$ cat src/rtl/latch_q_monitor.sv
// Monitors the complementary Q/Qn pair of a gated D-latch. It emits rise/fall pulses, counts rising edges and latches a fault when Q/Qn stay non-complementary.
// Latency: an input edge shows up as a pulse in the cycle after clock edge n+SYNC_STAGES, where n is the first edge that samples the new input level.
// Backpressure: none. Inputs are sampled every cycle. The pulses are single-cycle and cannot be stalled.
module latch_q_monitor #(
  parameter int SYNC_STAGES  = 2,
  parameter int CNT_W        = 8,
  parameter int FAULT_CYCLES = 3
) (
  input  logic             clk,
  input  logic             reset,
  input  logic             q_in,
  input  logic             qn_in,
  input  logic             clr_cnt,
  output logic             rise_pulse,
  output logic             fall_pulse,
  output logic [CNT_W-1:0] edge_count,
  output logic             tracking,
  output logic             fault
);

  typedef enum logic [1:0] {
    ST_INIT  = 2'd0,
    ST_TRACK = 2'd1,
    ST_FAULT = 2'd2
  } state_t;

  // The invalid-run counter is 4 bits wide because FAULT_CYCLES is at most 15.
  localparam logic [3:0]       FAULT_LIM = 4'(FAULT_CYCLES);
  localparam logic [CNT_W-1:0] CNT_MAX   = {CNT_W{1'b1}};
  localparam logic [CNT_W-1:0] CNT_ONE   = CNT_W'(1);

  logic [SYNC_STAGES-1:0] r_q_sync;
  logic [SYNC_STAGES-1:0] r_qn_sync;
  logic                   w_q_s;
  logic                   w_qn_s;
  logic                   w_valid;

  state_t                 r_state;
  state_t                 w_state_nxt;
  logic                   r_q_prev;
  logic                   w_q_prev_nxt;
  logic [3:0]             r_inv_cnt;
  logic [3:0]             w_inv_cnt_nxt;
  logic [3:0]             w_inv_inc;
  logic                   r_rise;
  logic                   r_fall;
  logic                   w_rise_nxt;
  logic                   w_fall_nxt;
  logic [CNT_W-1:0]       r_edge_cnt;

  // Synchronise both latch outputs into clk.
  // The reset values form a valid pair (Q=0, Qn=1), so INIT can exit right away.
  always_ff @(posedge clk) begin
    if (reset) begin
      r_q_sync  <= '0;
      r_qn_sync <= '1;
    end else begin
      r_q_sync  <= {r_q_sync[SYNC_STAGES-2:0], q_in};
      r_qn_sync <= {r_qn_sync[SYNC_STAGES-2:0], qn_in};
    end
  end

  assign w_q_s     = r_q_sync[SYNC_STAGES-1];
  assign w_qn_s    = r_qn_sync[SYNC_STAGES-1];
  assign w_valid   = (w_q_s != w_qn_s);
  assign w_inv_inc = r_inv_cnt + 4'd1;

  // State register, reference value, invalid-run counter and registered pulses.
  always_ff @(posedge clk) begin
    if (reset) begin
      r_state   <= ST_INIT;
      r_q_prev  <= 1'b0;
      r_inv_cnt <= 4'd0;
      r_rise    <= 1'b0;
      r_fall    <= 1'b0;
    end else begin
      r_state   <= w_state_nxt;
      r_q_prev  <= w_q_prev_nxt;
      r_inv_cnt <= w_inv_cnt_nxt;
      r_rise    <= w_rise_nxt;
      r_fall    <= w_fall_nxt;
    end
  end

  // Next-state logic. Invalid pairs in TRACK hold the reference and suppress pulses.
  // This filters short Q==Qn overlaps.
  always_comb begin
    w_state_nxt   = r_state;
    w_q_prev_nxt  = r_q_prev;
    w_inv_cnt_nxt = r_inv_cnt;
    w_rise_nxt    = 1'b0;
    w_fall_nxt    = 1'b0;
    case (r_state)
      ST_INIT: begin
        // Adopt the current level silently; the first accepted edge comes later.
        if (w_valid) begin
          w_q_prev_nxt = w_q_s;
          w_state_nxt  = ST_TRACK;
        end
      end
      ST_TRACK: begin
        if (w_valid) begin
          w_inv_cnt_nxt = 4'd0;
          if (w_q_s != r_q_prev) begin
            w_rise_nxt   = w_q_s;
            w_fall_nxt   = ~w_q_s;
            w_q_prev_nxt = w_q_s;
          end
        end else begin
          w_inv_cnt_nxt = w_inv_inc;
          if (w_inv_inc == FAULT_LIM) begin
            w_state_nxt = ST_FAULT;
          end
        end
      end
      ST_FAULT: begin
        // Recovery needs an explicit request while the pair looks healthy again.
        if (clr_cnt && w_valid) begin
          w_state_nxt   = ST_INIT;
          w_inv_cnt_nxt = 4'd0;
        end
      end
      default: begin
        w_state_nxt   = ST_INIT;
        w_inv_cnt_nxt = 4'd0;
      end
    endcase
  end

  // Saturating rising-edge counter.
  // clr_cnt wins over a simultaneous increment; the pulse itself still fires.
  always_ff @(posedge clk) begin
    if (reset) begin
      r_edge_cnt <= '0;
    end else if (clr_cnt) begin
      r_edge_cnt <= '0;
    end else if (w_rise_nxt && (r_edge_cnt != CNT_MAX)) begin
      r_edge_cnt <= r_edge_cnt + CNT_ONE;
    end
  end

  assign rise_pulse = r_rise;
  assign fall_pulse = r_fall;
  assign edge_count = r_edge_cnt;
  assign tracking   = (r_state == ST_TRACK);
  assign fault      = (r_state == ST_FAULT);

endmodule

$ cat config.mk
export PLATFORM = sky130hd
export DESIGN_NAME = latch_q_monitor
export DESIGN_NICKNAME = d
export VERILOG_FILES = /design/src/rtl/latch_q_monitor.sv
export SDC_FILE = /design/constraint.sdc
export NUM_CORES = 1
export LEC_CHECK = 0
export BUFFER_PORTS_ARGS = -buffer_cell sky130_fd_sc_hd__buf_2
export CORE_UTILIZATION = 49
export DETAILED_ROUTE_END_ITERATION = 10
export GPL_ROUTABILITY_DRIVEN = 0
export PLACE_DENSITY = 0.82
export SYNTH_ARGS = -nofsm -noshare
export SYNTH_HDL_FRONTEND = slang
export SYNTH_SLANG_ARGS = --single-unit
$ cat constraint.sdc
create_clock -name clk -period 1.6 [get_ports clk]
set_input_delay 0.4 -clock clk [delete_from_list [all_inputs] [get_ports clk]]
set_output_delay 0.4 -clock clk [all_outputs]
set_load 0.01 [all_outputs]
After elaboration in Yosys (flattened, before gate mapping)
Index checks and enable logic that the tools add are counted.
{ "classes": {"magnitude_cmp": 0, "div": 0, "n_reduce_logical": 9, "mux": 15, "bitwise": 5, "shift": 0, "n_eq_ne": 12, "mul": 0, "n_addsub": 2} }
{ "op_table": {"columns": ["operator", "n"], "rows": [
  ["one-hot mux 4 bit (3 select lines)", 1],
  ["adder 8 x 1 -> 8 bit, second input constant", 1],
  ["two-way mux 2 bit", 4],
  ["two-way mux 4 bit", 2],
  ["inequality test 2 x 1 -> 1 bit, second input constant", 4],
  ["inequality test 8 bit, second input constant", 1],
  ["AND reduction 4 bit", 2],
  ["two-way mux 1 bit", 6],
  ["one-hot mux 2 bit (3 select lines)", 1],
  ["inverter 1 bit", 5],
  ["adder 4 x 1 -> 4 bit, second input constant", 1],
  ["equality test 4 x 2 -> 1 bit, second input constant", 1],
  ["inequality test 2 bit, second input constant", 2],
  ["OR reduction 4 bit", 1],
  ["equality test 2 x 1 -> 1 bit, second input constant", 1],
  ["equality test 2 bit, second input constant", 1],
  ["logical AND 1 bit", 2],
  ["zero test 2 bit", 1],
  ["inequality test 1 bit", 2],
  ["one-hot mux 1 bit (2 select lines)", 1],
  ["AND reduction 2 bit", 1],
  ["nonzero test 2 bit", 1],
  ["OR reduction 2 bit", 1]
]} }
{ "word_totals": {"elab_cells": 51, "n_memories": 0, "inputBits": 5, "latch_bits": 0, "mem_bits_rw": 0, "output_inout_bits": 12, "rom_bits": 0, "ff_bits": 21} }

Longest topological paths before layout
Gate-level depths: netlist of run 1.
{ "logic_depth": {"word_depth": 5, "ltp_mapped": 6, "mapped_depth_nobuf": 6} }

Worst setup path after synthesis of run 1
OpenSTA, ideal clock, no wires.
{ "synth_timing": {"path_kind": "reg2reg", "start": "reg r_q_sync[1]", "end": "reg r_edge_cnt[5] (netlist: edge_count[5])", "path_slack_ns": 0.039, "required_ns": 1.484, "arrival_time_ns": 1.444, "period_less_slack_ns": 1.561, "path_stages_with_launch": 6, "setup_ns": 0.116, "n_path_buf": 0, "path_cell_list": "dfxtp_1 > ha_1 > nand3b_1 > nor3_4 > a31oi_1 > a41o_1"} }
{ "synth_between": {"elab_chain_cells": 5, "elab_cells_between_ends": 6, "cone_classes": "eq/ne: 2; mux: 3; reduce/logical: 1"} }
{ "synth_lines": {"columns": ["element", "line_no", "source"], "rows": [
  ["start: declaration", "32", "logic [SYNC_STAGES-1:0] r_q_sync;"],
  ["start signal: assignment", "58", "r_q_sync <= {r_q_sync[SYNC_STAGES-2:0], q_in};"],
  ["inequality test 1 bit", "104", "if (w_q_s != r_q_prev) begin"],
  ["two-way mux 1 bit", "104", null],
  ["two-way mux 1 bit (*)", "102", "if (w_valid) begin"],
  ["two-way mux 1 bit (*)", "93", "case (r_state)"],
  ["logical AND 1 bit (*)", "137", "end else if (w_rise_nxt && (r_edge_cnt != CNT_MAX)) begin"],
  ["end signal: assignment", "138", "r_edge_cnt <= r_edge_cnt + CNT_ONE;"],
  ["end: declaration", "49", "logic [CNT_W-1:0] r_edge_cnt;"]
]} }
Mark *: on every way between the ends. The rest lies on a longest branch, timed or not.
A chain may end at the register's enable or synchronous reset.

Worst setup path in the final report of run 1
Same ends and word-level chain as after synthesis.

==> impl_metrics.env, run 1 <==
export IMPL_finClkSkew_ns=0.00318
export IMPL_syn_num_nets=133
export IMPL_pre_cts_ws_ns=-0.00358
export IMPL_setup_tns_ns=0
export IMPL_cap_violations=0
export IMPL_synth_edff_count=0
export IMPL_crit_buf_inv=0
export IMPL_grt_start_max_net_pins=14
export IMPL_synthTopCellsByArea="dfxtp_1 (39%), nand2_1 (4.9%), ha_1 (4.7%), nor2_1 (3.8%), a21oi_1 (3.3%)"
export IMPL_synth_top_family_by_area="simple AND/OR/NAND/NOR gates"
export IMPL_netSwitchingFraction_pct=25.7
export IMPL_drv_slew=0
export IMPL_p_int_mw=0.667
export IMPL_power_switching_mw=0.231
export IMPL_ys_seq_area_share_pct=39.1
export IMPL_clk_latency_ns=0.30
export IMPL_worst_slew_pin_transition_ns=0.336
export IMPL_ir_worst_vdd_v=0.000455
export IMPL_die_area_um2=2380
export IMPL_synth_flop_cell="dfxtp_1"
export IMPL_synth_top_cell_by_area="dfxtp_1"
export IMPL_die_h_um=48.8
export IMPL_path_class="flop to flop"
export IMPL_track_usage_pct=19.4
export IMPL_status="finished clean"
export IMPL_critPathLaunchType="flop"
export IMPL_crit_arrival_ns=1.78
export IMPL_async_reset_ff_share_pct=0
export IMPL_coreArea_um2=2000
export IMPL_ys_warn_count=0
export IMPL_postCtsHoldBufs=0
export IMPL_rsz0062_at_grt="true"
export IMPL_rows=16
export IMPL_setup_viol=0
export IMPL_cts_buffer_depth=2
export IMPL_synth_area_um2=1070
export IMPL_layout_min_cycle_time_ns=1.58
export IMPL_final_common_cell="dfxtp_1"
export IMPL_drt_iter0_drc=22
export IMPL_final_cell_area_um2=1270
export IMPL_syn_inst=124
export IMPL_cp_endpoint="edge_count[5]"
export IMPL_nNetsFinal=157
export IMPL_cts_sinks=21
export IMPL_slowest_stage="dfxtp_2"
export IMPL_vias_per_cell=5.61
export IMPL_synth_compound_area_share_pct=18.0
export IMPL_final_antenna_net_count=0
export IMPL_pwr_share_comb_pct=10.5
export IMPL_synth_top_area_share_pct=39.1
export IMPL_die_w_um=48.8
export IMPL_ys_ff_latch=21
export IMPL_cts_htree_levels=1
export IMPL_cts_clk_slew_worst_paths_ns=0.12
export IMPL_tritoncts="built"
export IMPL_r2r_start="r_q_sync[1]"
export IMPL_drive_gt1_share_pct=28.6
export IMPL_slowest_delay_ns=0.41
export IMPL_min_path_type="input pin to flop"
export IMPL_hpwl_um=1690
export IMPL_avgSynthCellArea_um2=8.67
export IMPL_synth_mux_area_fraction_pct=0.931
export IMPL_grt_overflow_total=0
export IMPL_cts_buffers=3
export IMPL_crit_cells=5
export IMPL_finalCritPeriodShare_pct=98.7
export IMPL_power_density_nw_per_um2=706
export IMPL_wl_per_cell_um=12.9
export IMPL_routed_wl_um=2250
export IMPL_hold_slack_ns=0.278
export IMPL_synth_xor_area_share_pct=3.84
export IMPL_finalWorstSetupSlack_ns=0.0212
export IMPL_critical_path_required_ns=1.80
export IMPL_r2r_setup_slack_ns=0.02
export IMPL_synthToLayoutAreaGrowth_pct=18.3
export IMPL_layout_common_cells="dfxtp_1 (18), buf_2 (16), nand2_1 (14), nor2_1 (11)"
export IMPL_cts_root_buf="clkbuf_4"
export IMPL_p_leak_nw=0.526
export IMPL_power_frac_seq_pct=61.2
export IMPL_worstPathMaxFanout=5
export IMPL_n_antenna_cell=0
export IMPL_grt_antenna_before_repair=0
export IMPL_synth_simple_area_share_pct=30.3
export IMPL_hold_violations=0
export IMPL_firstDrtPassIters=4
export IMPL_synth_cell_type_count=41
export IMPL_grt_pass1_vias=862
export IMPL_grt_pass1_wl_um=3670
export IMPL_io_pins=17
export IMPL_fmax_mhz=633
export IMPL_start_util_pct=53.7
export IMPL_crit_start="r_q_sync[1]"
export IMPL_path_cells="ha_1 -> nand3b_1 -> nor3_4 -> a31oi_1 -> a41o_1"
export IMPL_synthAdderAreaFrac_pct=4.66
export IMPL_reg2reg_depth=5
export IMPL_end_kind="flop"
export IMPL_drc=0
export IMPL_path_delay_family="simple AND/OR/NAND/NOR gates"
export IMPL_num_vias=976
export IMPL_numPortBuffers=16
export IMPL_total_power_mw=0.898
export IMPL_power_frac_clock_pct=28.3
export IMPL_timing_rr_end="edge_count[5]"
export IMPL_placed_area_um2=1210
export IMPL_maxSlewHeadroom_pct=77.6
==> how the worst min path moves through the flow <==
| stage | startpoint | end | slack (ns) | depth (start not counted) |
|---|---|---|---|---|
| floorplan | r_qn_sync[0] | r_qn_sync[1] | 0.39 | 1 |
| finish | qn_in | r_qn_sync[0] | 0.28 | 2 |
| detailed placement | r_qn_sync[0] | r_qn_sync[1] | 0.40 | 1 |
| global route | qn_in | r_qn_sync[0] | 0.26 | 2 |
| CTS | qn_in | r_qn_sync[0] | 0.27 | 2 |
| global placement | r_qn_sync[0] | r_qn_sync[1] | 0.40 | 1 |
==> stage by stage <==
stage / utilization (%) / std cells
detailed placement: 60.5 / 168
global placement: 60.5 / 168
floorplan: - / 124
global route: 63.5 / 174
finish: 63.5 / 174
CTS: 61.9 / 172
==> cells in the mapped netlist, drive strengths merged, types with 2 or more instances <==
master / count
a21oi: 7
a31o: 3
a31oi: 3
a41oi: 2
and3: 2
clkbuf: 3
dfxtp: 21
ha: 4
inv: 5
nand2: 14
nand2b: 2
nand3: 7
nor2: 11
nor2b: 3
nor3: 6
nor4: 2
o21ai: 5
or2: 3
or3: 2
xor2: 2
==> metal layers <==
metal	share of wire, %	global-route usage [%]	vias up
met3	3.7	3.12	4
met1	50	26.5	454
li1	-	-	494
met4	0.84	3.43	0
met2	45	32.4	24
met5	0	0	-
==> state kept, by name, summed over array words and instances (netlist names) <==
signal and cells:
edge_count 8, fall_pulse 1, r_inv_cnt 4, r_q_prev 1, r_q_sync 2, r_qn_sync 2, r_state 2, rise_pulse 1
==> worst register-to-register path, stage by stage, from the launching register on <==
cell,delay (ns)
dfxtp_2,0.41
ha_1,0.19
nand3b_1,0.24
nor3_4,0.30
a31oi_1,0.12
a41o_1,0.22
==> area by class of cell <==
type                       count  area [um^2]
clock buffer                   3         22.5
clock inverter                 1         5.00
fill                         173          731
inverter                       5         18.8
multi-input combinational     94          632
sequential                    21          427
tap                           27         33.8
timing repair buffer          23          133
==> power by group through the flow <==
| stage | sequential (mW) | clock [mW] | combinational [mW] |
|---|---|---|---|
| after detailed placement | 0.559 | 0 | 0.0900 |
| final | 0.549 | 0.254 | 0.0947 |
| after floorplan | 0.557 | 0 | 0.0642 |
| after global routing | 0.552 | 0.282 | 0.104 |
| after global placement | 0.558 | 0 | 0.0870 |
| after CTS | 0.548 | 0.260 | 0.0905 |
==> what timing repair did <==
item	CTS	global route
pin swaps	1	2
endpoints found under the setup margin	2	7
buffers inserted	0	2
endpoints found under the hold margin	0	0
resized for setup	1	4
==> cell families (layout without fill, tap and decap cells) <==
logic type	count (synthesis)	after routing
fa+ha+maj	4	4
mux	1	1
simple gates	58	58
compound gates	28	28
xor+xnor	3	3
buf+inv	9	32
flops	21	21
No activity file was read; power rests on OpenSTA's default activity.
==> run 2: changes to the inputs <==
--- a/config.mk
+++ b/config.mk
@@ -6,10 +6,12 @@
 export NUM_CORES = 1
 export LEC_CHECK = 0
 export BUFFER_PORTS_ARGS = -buffer_cell sky130_fd_sc_hd__buf_2
+export CORE_ASPECT_RATIO = 0.7
 export CORE_UTILIZATION = 49
 export DETAILED_ROUTE_END_ITERATION = 10
 export GPL_ROUTABILITY_DRIVEN = 0
 export PLACE_DENSITY = 0.82
+export REMOVE_ABC_BUFFERS = 1
 export SYNTH_ARGS = -nofsm -noshare
 export SYNTH_HDL_FRONTEND = slang
 export SYNTH_SLANG_ARGS = --single-unit
==> run 2 against run 1 <==
The run now ends with design-rule violations left. Die area rose by 0.12%. Global-route usage increased by 2.2 points. Cell count fell by 3.4%. Critical path depth unchanged. Sequential cell count did not move. First-iteration DRC count rose by 110%. Final area hardly changed. Non-clock buffer count down 1.
==> impl_metrics.env, run 2 (synthesis results as in run 1) <==
export IMPL_status="finished with violations"
export IMPL_failed_checks="design-rule violations"
export IMPL_worst_slew_pin_transition_ns=0.334
export IMPL_vias_per_cell=5.99
export IMPL_hold_path_endpoint="r_qn_sync[0]"
export IMPL_die_h_um=41.2
export IMPL_crit_arrival_ns=1.77
export IMPL_nFillCells=149
export IMPL_placed_area_um2=1200
export IMPL_pre_cts_ws_ns=0.0360
export IMPL_timing_rr_end="r_state[1]"
export IMPL_ir_worst_vdd_v=0.000391
export IMPL_finalCritPeriodShare_pct=98.2
export IMPL_instances_no_fill=168
export IMPL_die_area_um2=2390
export IMPL_cts_buffers=3
export IMPL_finalWorstSetupSlack_ns=0.0291
export IMPL_drv_slew=0
export IMPL_p_leak_nw=0.516
export IMPL_r2r_setup_slack_ns=0.03
export IMPL_cts_buffer_depth=2
export IMPL_cts_clk_slew_worst_paths_ns=0.12
export IMPL_grt_overflow_total=0
export IMPL_final_antenna_net_count=0
export IMPL_grt_pass1_vias=817
export IMPL_hold_violations=0
export IMPL_wl_per_cell_um=14.4
export IMPL_start_util_pct=55.1
export IMPL_hpwl_um=1710
export IMPL_num_vias=1006
export IMPL_drc=1
export IMPL_grt_start_max_net_pins=16
export IMPL_postCtsHoldBufs=0
export IMPL_coreArea_um2=1950
export IMPL_rows=13
export IMPL_n_antenna_cell=0
export IMPL_drive_gt1_share_pct=28.1
export IMPL_cts_root_buf="clkbuf_4"
export IMPL_firstDrtPassIters=7
export IMPL_min_path_type="input pin to flop"
export IMPL_largest_reg_flops=8
export IMPL_grt_pass1_wl_um=3620
export IMPL_clk_latency_ns=0.31
export IMPL_fmax_mhz=637
export IMPL_drt_iter0_drc=46
export IMPL_layout_common_cells="dfxtp_1 (18), buf_2 (16), nand2_1 (14), nor2_1 (11), a21oi_1 (7)"
export IMPL_power_density_nw_per_um2=710
export IMPL_grt_antenna_before_repair=0
export IMPL_utilization_pct=65.1
export IMPL_worstPathMaxFanout=4
export IMPL_track_usage_pct=21.6
export IMPL_reg2reg_depth=5
export IMPL_synthToLayoutAreaGrowth_pct=18.2
export IMPL_critPathLaunchType="flop"
export IMPL_io_pins=17
export IMPL_critical_path_required_ns=1.80
export IMPL_min_path_cells=2
export IMPL_cap_violations=0
export IMPL_layout_min_cycle_time_ns=1.57
export IMPL_setup_viol=0
export IMPL_finClkSkew_ns=0.0126
export IMPL_dp_cells=163
export IMPL_r2r_start="r_inv_cnt[0]"
export IMPL_hp_start="qn_in"
export IMPL_end_kind="flop"
export IMPL_routed_wl_um=2420
export IMPL_tritoncts="built"
export IMPL_die_w_um=58.0
export IMPL_path_class="flop to flop"
export IMPL_final_common_cell="dfxtp_1"
export IMPL_maxSlewHeadroom_pct=77.4
export IMPL_nNetsFinal=156
export IMPL_cts_htree_levels=1
export IMPL_cts_sinks=21
export IMPL_final_cell_area_um2=1270
export IMPL_numPortBuffers=16
run 2: cell count changes in the layout (fill, tap and decap cells not counted):
cell	change
ha_1	-1
buf_4	-1
xor2_4	+1
clkinv_2	-1
xor2_2	-1
clkbuf_1	+1
ha_2	+1
run 2: how the worst max path moves through the flow:
stage / start / endpoint / depth (start not counted) / slack, ns
global placement: r_q_prev / edge_count[3] / 7 / 0.13
global route: r_inv_cnt[0] / r_state[1] / 5 / -0.07
detailed placement: r_q_sync[1] / r_inv_cnt[2] / 5 / 0.04
floorplan: r_q_sync[1] / edge_count[5] / 5 / 0.04
finish: r_inv_cnt[0] / r_state[1] / 5 / 0.03
CTS: r_state[1] / fault / 3 / 0.01
run 2: per-layer routing:
metal / share of wire [%] / GRT usage [%] / vias up / wire length (um)
met5: 0 / 0 / - / 0
met4: 2.2 / 9.52 / 0 / 53
met3: 8.9 / 6.94 / 6 / 216
met2: 44 / 34.2 / 52 / 1060
met1: 45 / 27.5 / 452 / 1090
li1: - / - / 496 / -
run 2: power by group:
part,internal (mW),leakage (nW),switching (mW),total (mW)
Combinational,0.0406,0.330,0.0585,0.0991
Clock,0.0972,0.0150,0.156,0.253
Sequential,0.535,0.171,0.0140,0.549
Total,0.673,0.516,0.229,0.901
run 2: timing repair:
action,CTS,global route
hold endpoints to repair,0,0
resized for setup,2,5
setup endpoints to repair,2,8
buffers inserted,0,1
run 2: area by class of cell:
type / count / area, um^2 / share of cell area, %
clock buffers: 4 / 26.3 / 2.07
flip-flops and latches: 21 / 427 / 33.6
repair buffers: 22 / 125 / 9.85
multi-input cells: 94 / 646 / 50.8
inverters: 5 / 18.8 / 1.48
well taps: 22 / 27.5 / 2.17
run 2: stage by stage:
stage	hold slack (ns)	total power [mW]	TNS (ns)
6_report	0.279	0.901	0
5_1_grt	0.255	0.939	-0.0688
4_1_cts	0.267	0.900	0
3_5_place_dp	0.405	0.650	0
3_3_place_gp	0.397	0.646	0
2_1_floorplan	0.389	0.616	0
run 2: worst max-delay path: stages (launching register included):
cell and delay [ns]:
dfxtp_1 0.37, inv_1 0.10, ha_1 0.19, nor4b_1 0.31, a41oi_1 0.14, o31ai_1 0.35
